===== src/rtl/text_renderer.sv =====
// Text-mode pixel pipeline: per 8-pixel cell it fetches char, attribute and font row, then shifts out 8 colour indices.
// Optional: define TEXT_RENDERER_BLINK_EN to turn attr[7] into a blink flag driven by a vSync frame counter.
module text_renderer #(
    parameter int COLS      = 80,
    parameter int ROWS      = 30,
    parameter int ATTR_BASE = 4096,
    parameter int LATENCY   = 8
) (
    input  logic        clk,
    input  logic        nrst,
    input  logic [9:0]  hCount,
    input  logic [9:0]  vCount,
    input  logic        activeIn,
    input  logic        hSyncIn,
    input  logic        vSyncIn,
    output logic [12:0] vramRdAddr,
    input  logic [7:0]  vramRdData,
    output logic [11:0] fontAddr,
    input  logic [7:0]  fontData,
    output logic [3:0]  pixColor,
    output logic        activeOut,
    output logic        hSyncOut,
    output logic        vSyncOut
);
    localparam logic [2:0]  PH_CHAR  = 3'd0;
    localparam logic [2:0]  PH_ATTR  = 3'd1;
    localparam logic [2:0]  PH_FONT  = 3'd2;
    localparam logic [2:0]  PH_LATCH = 3'd3;
    localparam logic [2:0]  PH_LOAD  = 3'd7;
    localparam logic [6:0]  COLS_W   = 7'(COLS);
    localparam logic [5:0]  ROWS_W   = 6'(ROWS);
    localparam logic [12:0] ATTR_W   = 13'(ATTR_BASE);
    // Reset values of the {vSync, hSync, active} delay lines.
    localparam logic [2:0]  DLY_RST  = 3'b110;

    logic [2:0]  phase;
    logic [6:0]  col;
    logic [5:0]  row;
    logic [3:0]  cellLine;
    logic        inRange;
    logic [12:0] cellAddr;
    logic [12:0] attrAddr;

    logic        cellValid;
    logic [7:0]  charReg;
    logic [7:0]  attrReg;
    logic [7:0]  bitsReg;
    logic [7:0]  shiftReg;
    logic [7:0]  attrOut;
    logic [3:0]  fgColor;
    logic [3:0]  bgColor;
    logic [2:0]  dlyIn;

    assign phase    = hCount[2:0];
    assign col      = hCount[9:3];
    assign row      = vCount[9:4];
    assign cellLine = vCount[3:0];
    assign inRange  = activeIn && (col < COLS_W) && (row < ROWS_W);
    assign cellAddr = 13'(row) * 13'(COLS) + 13'(col);
    assign attrAddr = cellAddr + ATTR_W;

    // Phase is always taken from hCount, so a jump in hCount re-aligns the fetch sequence.
    always_ff @(posedge clk) begin
        if (!nrst) begin
            vramRdAddr <= '0;
            fontAddr   <= '0;
            cellValid  <= 1'b0;
            charReg    <= '0;
            attrReg    <= '0;
            bitsReg    <= '0;
            shiftReg   <= '0;
            attrOut    <= '0;
        end else begin
            case (phase)
                PH_CHAR: begin
                    cellValid <= inRange;
                    if (inRange) vramRdAddr <= cellAddr;
                end
                PH_ATTR: begin
                    charReg <= vramRdData;
                    if (cellValid) vramRdAddr <= attrAddr;
                end
                PH_FONT: begin
                    attrReg <= vramRdData;
                    if (cellValid) fontAddr <= {charReg, cellLine};
                end
                PH_LATCH: bitsReg <= fontData;
                default: ;
            endcase

            // Loading on PH7 puts the cell's first pixel out exactly one cell after its PH0.
            if (phase == PH_LOAD) begin
                shiftReg <= cellValid ? bitsReg : 8'h00;
                attrOut  <= cellValid ? attrReg : 8'h00;
            end else begin
                shiftReg <= {shiftReg[6:0], 1'b0};
            end
        end
    end

    assign dlyIn = {vSyncIn, hSyncIn, activeIn};

    genvar gi;
    generate
        for (gi = 0; gi < 3; gi++) begin : g_dly
            logic [LATENCY-1:0] dly;
            always_ff @(posedge clk) begin
                if (!nrst) dly <= {LATENCY{DLY_RST[gi]}};
                else       dly <= {dly[LATENCY-2:0], dlyIn[gi]};
            end
        end
    endgenerate

    assign activeOut = g_dly[0].dly[LATENCY-1];
    assign hSyncOut  = g_dly[1].dly[LATENCY-1];
    assign vSyncOut  = g_dly[2].dly[LATENCY-1];

`ifdef TEXT_RENDERER_BLINK_EN
    logic       vSyncPrev;
    logic [4:0] frameCnt;

    always_ff @(posedge clk) begin
        if (!nrst) begin
            vSyncPrev <= 1'b1;
            frameCnt  <= '0;
        end else begin
            vSyncPrev <= vSyncIn;
            if (vSyncPrev && !vSyncIn) frameCnt <= frameCnt + 5'd1;
        end
    end

    assign bgColor = {1'b0, attrOut[6:4]};
    assign fgColor = (frameCnt[4] && attrOut[7]) ? bgColor : attrOut[3:0];
`else
    assign bgColor = attrOut[7:4];
    assign fgColor = attrOut[3:0];
`endif

    assign pixColor = activeOut ? (shiftReg[7] ? fgColor : bgColor) : 4'd0;

endmodule


===== config.mk =====
export PLATFORM = sky130hd
export DESIGN_NAME = text_renderer
export DESIGN_NICKNAME = d
export VERILOG_FILES = /design/src/rtl/text_renderer.sv
export SDC_FILE = /design/constraint.sdc
export NUM_CORES = 1
export LEC_CHECK = 0
export ABC_AREA = 0
export CORE_MARGIN = 2
export CORE_UTILIZATION = 24
export CTS_CLUSTER_SIZE = 10
export DETAILED_ROUTE_END_ITERATION = 7
export PLACE_DENSITY = 0.55
export REMOVE_ABC_BUFFERS = 1
export SLEW_MARGIN = 25
export SYNTH_ARGS = -nofsm -noshare
export SYNTH_HDL_FRONTEND = slang
export SYNTH_SLANG_ARGS = --single-unit

===== constraint.sdc =====
create_clock -name clk -period 7.9 [get_ports clk]
set_input_delay 2.37 -clock clk [delete_from_list [all_inputs] [get_ports clk]]
set_output_delay 2.37 -clock clk [all_outputs]
set_load 0.01 [all_outputs]

==> results of run 1 <==
-- layer usage --
layer / share of wire [%] / GRT usage (%)
met1: 48 / 12.5
met2: 45 / 16.0
met3: 6.1 / 4.19
met4: 1.8 / 4.31
met5: 0 / 0
-- cell families after synthesis --
group | after synthesis | share of synthesized area (%)
AOI/OAI and AO/OA | 63 | 9.85
and+or+nand+nor | 167 | 22.7
xor gates and xnor gates | 8 | 1.98
DFF | 90 | 51.0
adders and majority gates | 13 | 5.03
muxes | 20 | 5.67
buffers and inverters | 24 | 3.72
-- worst max-delay path, stage by stage --
cell and delay (ns):
clkdlybuf4s50_1 0.49, ha_1 0.34, ha_1 0.25, fa_1 0.41
a21o_2 0.23, a21oi_1 0.16, xnor2_1 0.20, and2_1 0.18
o211ai_1 0.09
-- area by class of cell --
class / instances / area (um^2)
clock inverter: 3 / 65.1
timing repair buffer: 73 / 728
clock buffer: 12 / 236
sequential: 90 / 1800
tap: 184 / 230
fill: 1510 / 9800
multi-input combinational: 271 / 1610
inverter: 2 / 10.0
-- power groups by stage --
stage	sequential [mW]	clock [mW]	combinational, mW
finish	0.465	0.444	0.0878
CTS	0.465	0.460	0.0890
global placement	0.475	0	0.0860
global route	0.465	0.481	0.0976
detailed placement	0.475	0	0.0885
floorplan	0.474	0	0.0476
-- cell usage in the layout, fill, tap and decap left out, types with 2 or more instances in the layout --
| cell type | instances |
|---|---|
| o21ai_0 | 2 |
| bufinv_16 | 2 |
| nand2b_1 | 18 |
| ha_1 | 11 |
| a21o_1 | 2 |
| nor3_1 | 2 |
| mux2i_1 | 20 |
| xnor2_1 | 5 |
| and2_1 | 11 |
| o211ai_1 | 2 |
| nand4_1 | 4 |
| clkbuf_16 | 9 |
| nor2b_1 | 5 |
| clkdlybuf4s50_1 | 72 |
| and3_1 | 2 |
| nand2_1 | 75 |
| nand3_1 | 21 |
| fa_1 | 2 |
| a211oi_1 | 3 |
| dfxtp_1 | 90 |
| xor2_1 | 3 |
| clkbuf_1 | 3 |
| a21oi_1 | 50 |
| nor2_1 | 21 |
-- stage by stage --
stage | setup slack [ns] | total power [mW] | area (um^2)
2_1_floorplan | 3.73 | 0.522 | 3410
3_5_place_dp | 3.03 | 0.563 | 4370
3_3_place_gp | 3.09 | 0.561 | 4370
5_1_grt | 3.24 | 1.04 | 4680
4_1_cts | 3.39 | 1.01 | 4670
6_report | 3.39 | 0.996 | 4680
-- flip-flops by register name, indices dropped and copies added, names as in the netlist --
| name | flops |
|---|---|
| g_dly.dly | 24 |
| vramRdAddr | 13 |
| fontAddr | 12 |
| attrOut | 8 |
| attrReg | 8 |
| bitsReg | 8 |
| charReg | 8 |
| shiftReg | 8 |
| cellValid | 1 |
-- path summary, 6_finish.rpt --
check | slack, ns | to | cells past startpoint | from
max | 3.39 | vramRdAddr[12]$_SDFFE_PN0P_ | 9 | vCount[5]
min | 0.40 | g_dly[1].dly[6]$_SDFF_PN1_ | 1 | g_dly[1].dly[5]$_SDFF_PN1_
min reg2reg | 0.40 | g_dly[1].dly[6]$_SDFF_PN1_ | 1 | g_dly[1].dly[5]$_SDFF_PN1_
max reg2reg | 6.21 | fontAddr[8]$_SDFFE_PN0P_ | 3 | cellValid$_SDFFE_PN0N_
==> flow_metrics.tcl, run 1 <==
set metrics [dict create \
    status "complete, no violations" \
    synthArstFlopShare_pct 0 \
    p_sw_uw 216 \
    wl_per_cell_um 12.2 \
    tightest_slew_ns 0.723 \
    hold_class "reg2reg" \
    grt_pass1_wl_um 12800 \
    yosysMostFrequentCell "dfxtp_1" \
    fmax_mhz 222 \
    track_usage_pct 10.2 \
    routed_wl_um 7740 \
    fin_skew_ns 0.00771 \
    globalRouteOverflowTotal 0 \
    nets 501 \
    relSlewSlack_pct 51.7 \
    cts_setup_buffers 0 \
    postSynthCellCount 385 \
    ant_nets 0 \
    synth-seq-area-share_pct 51.0 \
    stdcell_count 635 \
    ys.flop_type "dfxtp_1" \
    worstSetupStartpointType "input pin" \
    route.detailed.drc 0 \
    ctsResizeCount 0 \
    port_buffers 72 \
    clkTransAtPathRegs_ns 0.06 \
    p_comb_share_pct 8.8 \
    antenna_found_initial 0 \
    cts_root_buffer "clkbuf_16" \
    numCtsBuffers 9 \
    p_sw_share_pct 21.7 \
    syn_area_mm2 0.00353 \
    cts_tree "yes" \
    finalCritPeriodShare_pct 57.1 \
    clock_path_buffers 2 \
    start_util_pct 24.4 \
    critPathArrivalTime_ns 4.72 \
    fin_setup_tns_ns 0 \
    grt_max_degree 65 \
    synth_commonest_cells "dfxtp_1 (90), nand2_1 (75), a21oi_1 (50)" \
    synth_edf_count 0 \
    rsz0062_at_grt "no" \
    area_delta_synth_final_pct 32.4 \
    setup-violations-final 0 \
    fin_hold_ws_ns 0.403 \
    final_core_util_pct 32.3 \
    period_minus_slack_ns 4.51 \
    yosysWarnings 0 \
    core_mm2 0.0145 \
    powerDensity_mw_per_mm2 213 \
    p_int_uw 780 \
    gp_congestion 0.807 \
    routed-via-count 2729 \
    yosysTopAreaCell "dfxtp_1" \
    clkSinkCount 90 \
    num_antenna_cells 0 \
    dp_hpwl_um 5440 \
    syn-mean-instance-area_um2 9.17 \
    drt_iter0_drc 113 \
    crit_path_end_kind "flip-flop" \
    drive_gt1_share_pct 4.88 \
    seqPwrFrac_pct 46.6 \
    cts_max_level 3 \
    dp_cells 620 \
    hold_buffers 0 \
    critPathKind "in2reg" \
    timing.final.hold_violations 0 \
    critical_path.max_fanout 4 \
    leakage_nw 1.66 \
    peakVddDrop_mv 0.0905 \
    yosys_register_bits 90 \
    synth_top_cell_area_share_pct 51.0 \
    max_cap_viol_count 0 \
    dieArea_mm2 0.0157 \
    drtPass1Iterations 4 \
    power_frac_clock_pct 44.5 \
    die_x_um 125 \
    die_h_um 125 \
    io_pins 73 \
    rows 44 \
    insertion_delay_ns 0.34 \
    via_per_inst 4.30 \
    worstPathRequired_ns 8.12 \
    yosys-top-cells-area "dfxtp_1 (51%), nand2_1 (8.0%), a21oi_1 (7.1%), mux2i_1 (5.7%), ha_1 (3.9%)" \
    synth.distinct_cells 40 \
    slew_viol_final 0 \
    grt_pass1_vias 2598 \
]
Note: power is estimated with default switching activity, not from simulation.
==> run 2: changes to the inputs <==
- clock period: 7.9 -> 4.6 ns (I/O delays scaled with it)
==> flow_metrics.tcl, run 2 (same netlist as run 1, synthesis figures left out) <==
set metrics [dict create \
    critical_path.max_fanout 4 \
    numCtsBuffers 9 \
    dp_cells 622 \
    hold_buffers 0 \
    powerDensity_mw_per_mm2 371 \
    die_x_um 125 \
    die_h_um 125 \
    final_core_util_pct 32.5 \
    num_antenna_cells 0 \
    rows 44 \
    routed-via-count 2748 \
    drt_iter0_drc 75 \
    period_minus_slack_ns 3.51 \
    fillerInstances 1510 \
    worstSetupStartpointType "input pin" \
    status "complete, no violations" \
    grt_max_degree 35 \
    clkTransAtPathRegs_ns 0.06 \
    tightest_slew_ns 0.715 \
    leakage_nw 1.67 \
    route.detailed.drc 0 \
    routed_wl_um 7670 \
    largest_reg_flops 24 \
    stdcell_count 638 \
    max_cap_viol_count 0 \
    r2r-end "fontAddr[8]$_SDFFE_PN0P_" \
    globalRouteOverflowTotal 0 \
    rsz0062_at_grt "no" \
    rrSetupSlack_ns 2.92 \
    port_buffers 72 \
    io_pins 73 \
    dieArea_mm2 0.0157 \
    final_common_cell "dfxtp_1" \
    final_cell_mix "dfxtp_1 (90), nand2_1 (75), clkdlybuf4s50_1 (72)" \
    clkSinkCount 90 \
    ant_nets 0 \
    track_usage_pct 10.2 \
    reg2reg_from "cellValid$_SDFFE_PN0N_" \
    regMostFlops "g_dly.dly" \
    peakVddDrop_mv 0.155 \
    hold_end "g_dly[1].dly[6]$_SDFF_PN1_" \
    grt_pass1_vias 2673 \
    crit_path_end_kind "flip-flop" \
    start_util_pct 24.4 \
    gp_congestion 0.780 \
    holdPathStages 1 \
    wl_per_cell_um 12.0 \
    cts_root_buffer "clkbuf_16" \
    core_mm2 0.0145 \
    clock_path_buffers 2 \
    critPathKind "in2reg" \
    via_per_inst 4.31 \
    area_delta_synth_final_pct 33.2 \
    worstPathRequired_ns 4.83 \
    cts_tree "yes" \
    fmax_mhz 285 \
    cts_max_level 3 \
    cts_setup_buffers 0 \
    insertion_delay_ns 0.35 \
    critPathArrivalTime_ns 3.74 \
    drive_gt1_share_pct 6.17 \
    reg.largest.list "g_dly.dly x24, vramRdAddr x13, fontAddr x12" \
    timing.final.hold_violations 0 \
    slew_viol_final 0 \
    antenna_found_initial 1 \
    hold_class "reg2reg" \
    relSlewSlack_pct 52.3 \
    setup-violations-final 0 \
    fin_setup_tns_ns 0 \
    drtPass1Iterations 4 \
    grt_pass1_wl_um 12800 \
    seqCellArea_mm2 0.00180 \
    rr_worst_depth 3 \
    dp_hpwl_um 5440 \
    finalCritPeriodShare_pct 76.3 \
    fin_skew_ns 0.00679 \
    multiInputGateArea_mm2 0.00160 \
    ctsResizeCount 0 \
    hold_start "g_dly[1].dly[5]$_SDFF_PN1_" \
    nets 503 \
]
run 2: layout make-up:
cell class / count / share of cell area [%]
sequential: 90 / 38.3
multi-input combinational: 271 / 34.0
timing repair buffer: 75 / 15.8
tap: 184 / 4.89
clock buffer: 9 / 4.79
clock inverter: 7 / 2.10
inverter: 2 / 0.160
run 2: worst max path at each step:
stage / start / end / slack [ns] / cells past startpoint
after detailed placement: vCount[5] / vramRdAddr[12]$_SDFFE_PN0P_ / 0.72 / 9
final: vCount[5] / vramRdAddr[12]$_SDFFE_PN0P_ / 1.09 / 9
after global placement: vCount[5] / vramRdAddr[12]$_SDFFE_PN0P_ / 0.78 / 9
after CTS: vCount[5] / vramRdAddr[12]$_SDFFE_PN0P_ / 1.10 / 9
after floorplan: vCount[5] / vramRdAddr[12]$_SDFFE_PN0P_ / 1.42 / 8
after global routing: vCount[5] / vramRdAddr[12]$_SDFFE_PN0P_ / 0.93 / 9
run 2: critical path, stage by stage:
cell and delay [ns]:
clkdlybuf4s50_1 0.49, ha_1 0.34, ha_1 0.24, fa_1 0.41
xor2_1 0.22, nand4_1 0.17, nor3_1 0.22, and2_1 0.17
o211ai_1 0.09
run 2: metal layers:
| metal | wire [um] | share of wire (%) | GRT usage (%) | vias up |
|---|---|---|---|---|
| met5 | 0 | 0 | 0 | - |
| met4 | 64 | 0.83 | 4.71 | 0 |
| met3 | 529 | 6.9 | 3.72 | 10 |
| met2 | 3500 | 46 | 15.7 | 67 |
| met1 | 3570 | 47 | 12.7 | 1257 |
| li1 | - | - | - | 1414 |
run 2: power breakdown:
| part | internal, mW | switching, mW |
|---|---|---|
| registers | 0.792 | 0.00571 |
| clock network | 0.480 | 0.318 |
| logic | 0.0756 | 0.0749 |
| total | 1.35 | 0.399 |
run 2: per-stage QoR:
step | power, mW | worst slack, ns | cell area, um^2 | hold slack, ns
2_1_floorplan | 0.896 | 1.42 | 3410 | 0.386
3_3_place_gp | 0.964 | 0.781 | 4380 | 0.389
3_5_place_dp | 0.968 | 0.720 | 4380 | 0.391
4_1_cts | 1.78 | 1.10 | 4710 | 0.406
5_1_grt | 1.83 | 0.926 | 4710 | 0.419
6_report | 1.75 | 1.09 | 4710 | 0.404
